[src/rtl/delay_line_var.sv]
// delay_line_var: multi-lane runtime-programmable delay pipeline with valid tracking,
// stall, flush and relock after a delay change.
module delay_line_var #(
    parameter int BITDATA = 8,
    parameter int LANES = 4,
    parameter int MAX_DELAY = 8,
    localparam int DW = $clog2(MAX_DELAY + 1)
) (
    input  logic                     clk,
    input  logic                     rst_n,
    input  logic                     enable,
    input  logic                     flush,
    input  logic [DW-1:0]            delay_sel,
    input  logic                     din_valid,
    input  logic [LANES*BITDATA-1:0] din,
    output logic                     dout_valid,
    output logic [LANES*BITDATA-1:0] dout,
    output logic                     locked,
    output logic [DW-1:0]            delay_cur
);
    localparam int W = LANES * BITDATA;
    typedef enum logic {FILL, RUN} state_t;
    state_t state, state_nxt;
    logic [DW-1:0] cnt, cnt_nxt, delay_nxt, eff_sel;
    logic [MAX_DELAY-1:0] stage_v;
    logic [W-1:0] stage_d [MAX_DELAY];
    logic tap_v;
    always_comb eff_sel = (delay_sel == '0) ? DW'(1) :
                          (delay_sel > DW'(MAX_DELAY)) ? DW'(MAX_DELAY) : delay_sel;
    // A flush or delay change restarts the fill count; the coinciding edge never counts.
    always_comb begin
        state_nxt = state;
        cnt_nxt = cnt;
        delay_nxt = delay_cur;
        if (flush || eff_sel != delay_cur) begin
            state_nxt = FILL;
            cnt_nxt = eff_sel;
            delay_nxt = eff_sel;
        end else if (enable && state == FILL) begin
            if (cnt == DW'(1)) state_nxt = RUN;
            else cnt_nxt = cnt - 1'b1;
        end
    end
    always_ff @(posedge clk or negedge rst_n) begin
        if (!rst_n) begin
            state <= FILL;
            cnt <= DW'(1);
            delay_cur <= DW'(1);
        end else begin
            state <= state_nxt;
            cnt <= cnt_nxt;
            delay_cur <= delay_nxt;
        end
    end
    always_ff @(posedge clk or negedge rst_n) begin
        if (!rst_n) begin
            stage_v <= '0;
            for (int i = 0; i < MAX_DELAY; i++) stage_d[i] <= '0;
        end else if (flush) begin
            stage_v <= '0;
        end else if (enable) begin
            stage_v[0] <= din_valid;
            stage_d[0] <= din;
            for (int i = 1; i < MAX_DELAY; i++) begin
                stage_v[i] <= stage_v[i-1];
                stage_d[i] <= stage_d[i-1];
            end
        end
    end
    always_comb begin
        tap_v = 1'b0;
        dout = '0;
        for (int i = 0; i < MAX_DELAY; i++) begin
            if (delay_cur == DW'(i + 1)) begin
                tap_v = stage_v[i];
                dout = stage_d[i];
            end
        end
    end
    assign locked = (state == RUN);
    assign dout_valid = tap_v & locked;
endmodule

[config.mk]
export PLATFORM = sky130hd
export DESIGN_NAME = delay_line_var
export DESIGN_NICKNAME = d
export VERILOG_FILES = /design/src/rtl/delay_line_var.sv
export SDC_FILE = /design/constraint.sdc
export NUM_CORES = 1
export LEC_CHECK = 0
export BUFFER_PORTS_ARGS = -buffer_cell sky130_fd_sc_hd__buf_2
export CAP_MARGIN = 40
export CORE_UTILIZATION = 58
export DETAILED_ROUTE_END_ITERATION = 7
export PLACE_DENSITY = 0.84
export SYNTH_ARGS = -nofsm -noshare
export SYNTH_HDL_FRONTEND = slang
export SYNTH_SLANG_ARGS = --single-unit
[constraint.sdc]
create_clock -name clk -period 2.4 [get_ports clk]
set_input_delay 0.36 -clock clk [delete_from_list [all_inputs] [get_ports clk]]
set_output_delay 0.36 -clock clk [all_outputs]
set_load 0.01 [all_outputs]
==> reports/qor.yml <==
run_status:
  status: "complete, but fails checks"
  violations: "negative setup slack"
placement:
  gp_congestion: 0.761
  port_buffers: 78
  placedCellCount: 1380
  dpl_cell_area_mm2: 0.0135
  place_hpwl_um: 16000
power_and_ir_drop:
  p_per_area_mw_per_mm2: 997
  power.total_mw: 15.1
  power.leakage_nw: 6.78
  ir_drop_v: 0.000513
clock_tree:
  cts-buffers-inserted: 27
  path_clk_slew_ps: 60
  cts_max_path_buffers: 3
  cts.sinks: 273
  clock_latency_ps: 530
  cts_root_buf: "clkbuf_16"
  cts_max_level: 1
  cts_tree: "built"
logic_synthesis:
  netlist_instances: 1076
  syn_area_mm2: 0.0126
  synth.distinct_cells: 38
  ys_seq_area_share_pct: 54.2
  synth_edf_count: 0
  synth.net_count: 1119
  synth.avg_cell_area_um2: 11.7
  synthArstFlopShare_pct: 100
  yosys_warnings: 0
  synth-seq-cells: 273
  synth_flop_cell: "dfrtp_1"
layout:
  final_common_cell: "dfrtp_1"
  nets: 1209
  diodes: 0
  layout_common_cells: "dfrtp_1, mux2_2, nand2_1"
  n_fill_cell: 1327
  final_core_util_pct: 71.6
  final_cell_area_mm2: 0.0151
  syn_to_final_growth_pct: 20.0
  drive_gt1_share_pct: 39.6
  fin_cells: 1460
timing:
  fmax_mhz: 376
  worst_pin_slew_ps: 626
  final.period_utilization_pct: 111
  setup_viol: 33
  layout_setup_ws_ps: -259
  hold_violations: 0
  slew_headroom_pct: 58.3
  rsz0062_at_grt: "true"
  fin_skew_ps: 8.12
  min_period_ps: 2660
  report.final.slew_viol_count: 0
  timing.hold.ws_ps: 37.7
route:
  drtAntennaViolNets: 0
  vias_per_cell: 6.20
  routed_wl_um: 29700
  drc: 0
  vias: 9047
  drtIter0Drc: 693
  firstDrtPassIters: 5
  wl_per_cell_um: 20.3
critical_path:
  path_buf_inv: 4
  cpLargestDelayFamily: "flip-flops"
  required_ps: 2040
  slowest_stage: "dfstp_4"
  path_class: "reg2out"
  startpoint_type: "register"
  path_max_fanout: 7
  path_cells: "buf_12 > buf_16 > buf_8 > mux2i_4 > o32ai_2 > o21ai_1 > nand2_1 > buf_2"
  timing.rr.start: "delay_cur[0]"
  crit_path_end_kind: "output port"
  cp_slowest_stage_delay_ps: 690
  cp-startpoint: "delay_cur[0]"
  cp_data_arrival_time_ps: 2300
global_routing:
  grt_pass1_vias: 9090
  grt_usage_pct: 26.4
  gr-total-overflow: 0
  antenna_found_initial: 0
  grt_max_degree: 84
  grt_pass1_wl_um: 46500
floorplanning:
  dieArea_mm2: 0.0223
  start_util_pct: 59.6
  rows: 53
  fp.dieH_um: 149
  num_io_pins: 79
  coreArea_mm2: 0.0212
  die_w_um: 149
job:
  max_cap_viol_count: 0
min_path:
  hold_path.startpoint: "delay_sel[3]"
  worstHoldPathType: "in2reg"
## worst register-to-register path, stage by stage (launching register included)
cell and delay (ps):
dfstp_4 690, buf_4 140, inv_2 50, or3_4 390
a2111oi_4 480, mux2_1 370
## path summary, 6_finish.rpt
check / to / slack (ps) / cells after the start
hold / removal: delay_cur[3] / 40 / 1
max in group asynchronous: cnt[0] / 1200 / 3
hold reg to reg: stage_d[40] / 500 / 2
setup / recovery: dout[1] / -260 / 8
min in group asynchronous: stage_d[8] / 390 / 2
setup reg to reg: cnt[1] / 170 / 5
## cell families after synthesis
family | share of synthesized area [%]
mux | 23.7
buf+inv | 3.89
xor+xnor | 0.139
fa+ha+maj | 0.198
simple gates | 5.24
compound gates | 12.7
flops | 54.2
## power breakdown
part	total, mW	switching [mW]	internal [mW]
Combinational	3.52	1.51	2.01
Sequential	7.50	1.25	6.24
Clock	4.07	1.73	2.34
Total	15.1	4.49	10.6
## registers in the layout, indices dropped and copies added, names as in the netlist
name       flops
locked         1
stage_d      256
delay_cur      4
cnt            4
stage_v        8
## per-stage QoR
step                      setup TNS (ps)  setup slack (ps)
after floorplan                        0               294
after global placement                 0               270
after detailed placement               0               270
after CTS                          -4450              -199
after global routing               -7580              -326
final                              -5000              -259
## synthesized netlist by cell type (all sizes together), types with 2 or more instances
master,n,area (um^2)
inv,40,150
a2bb2oi,33,289
mux2i,43,430
nor3,4,20.0
nand3b,2,15.0
nand2b,5,31.3
o31ai,3,22.5
o21ai,100,500
dfstp,2,52.6
buf,24,119
xnor2,2,17.5
a31oi,2,12.5
a22oi,32,240
ha,2,25.0
o32ai,32,280
nand2,97,364
clkbuf,59,221
mux2,227,2560
nor2b,4,25.0
dfrtp,271,6780
or3,2,17.5
nor2,44,165
a21oi,37,185
## area by class of cell
type	instances	area, um^2	share of cell area (%)
Sequential cell	273	6840	45.2
Multi-Input combinational cell	680	5590	36.9
Timing Repair Buffer	144	1350	8.94
Clock buffer	43	826	5.46
Tap cell	275	344	2.27
Inverter	40	150	0.992
Clock inverter	5	31.3	0.207
## routing by layer
layer	track usage (%)	share of wire [%]	routed length, um
met5	0	0	0
met4	11.2	3.3	982
met3	3.32	6.2	1830
met2	43.7	50	14700
met1	35.1	41	12100
## what timing repair did
| item | in CTS | in global routing |
|---|---|---|
| hold buffers | 1 | 0 |
| endpoints found under the setup margin | 33 | 33 |
| endpoints found under the hold margin | 70 | 0 |
| pin swaps | 14 | 13 |
| buffers inserted | 16 | 8 |
| gates resized for setup | 48 | 29 |
| gates cloned | 7 | 1 |
No activity file was read; power rests on OpenSTA's default activity.
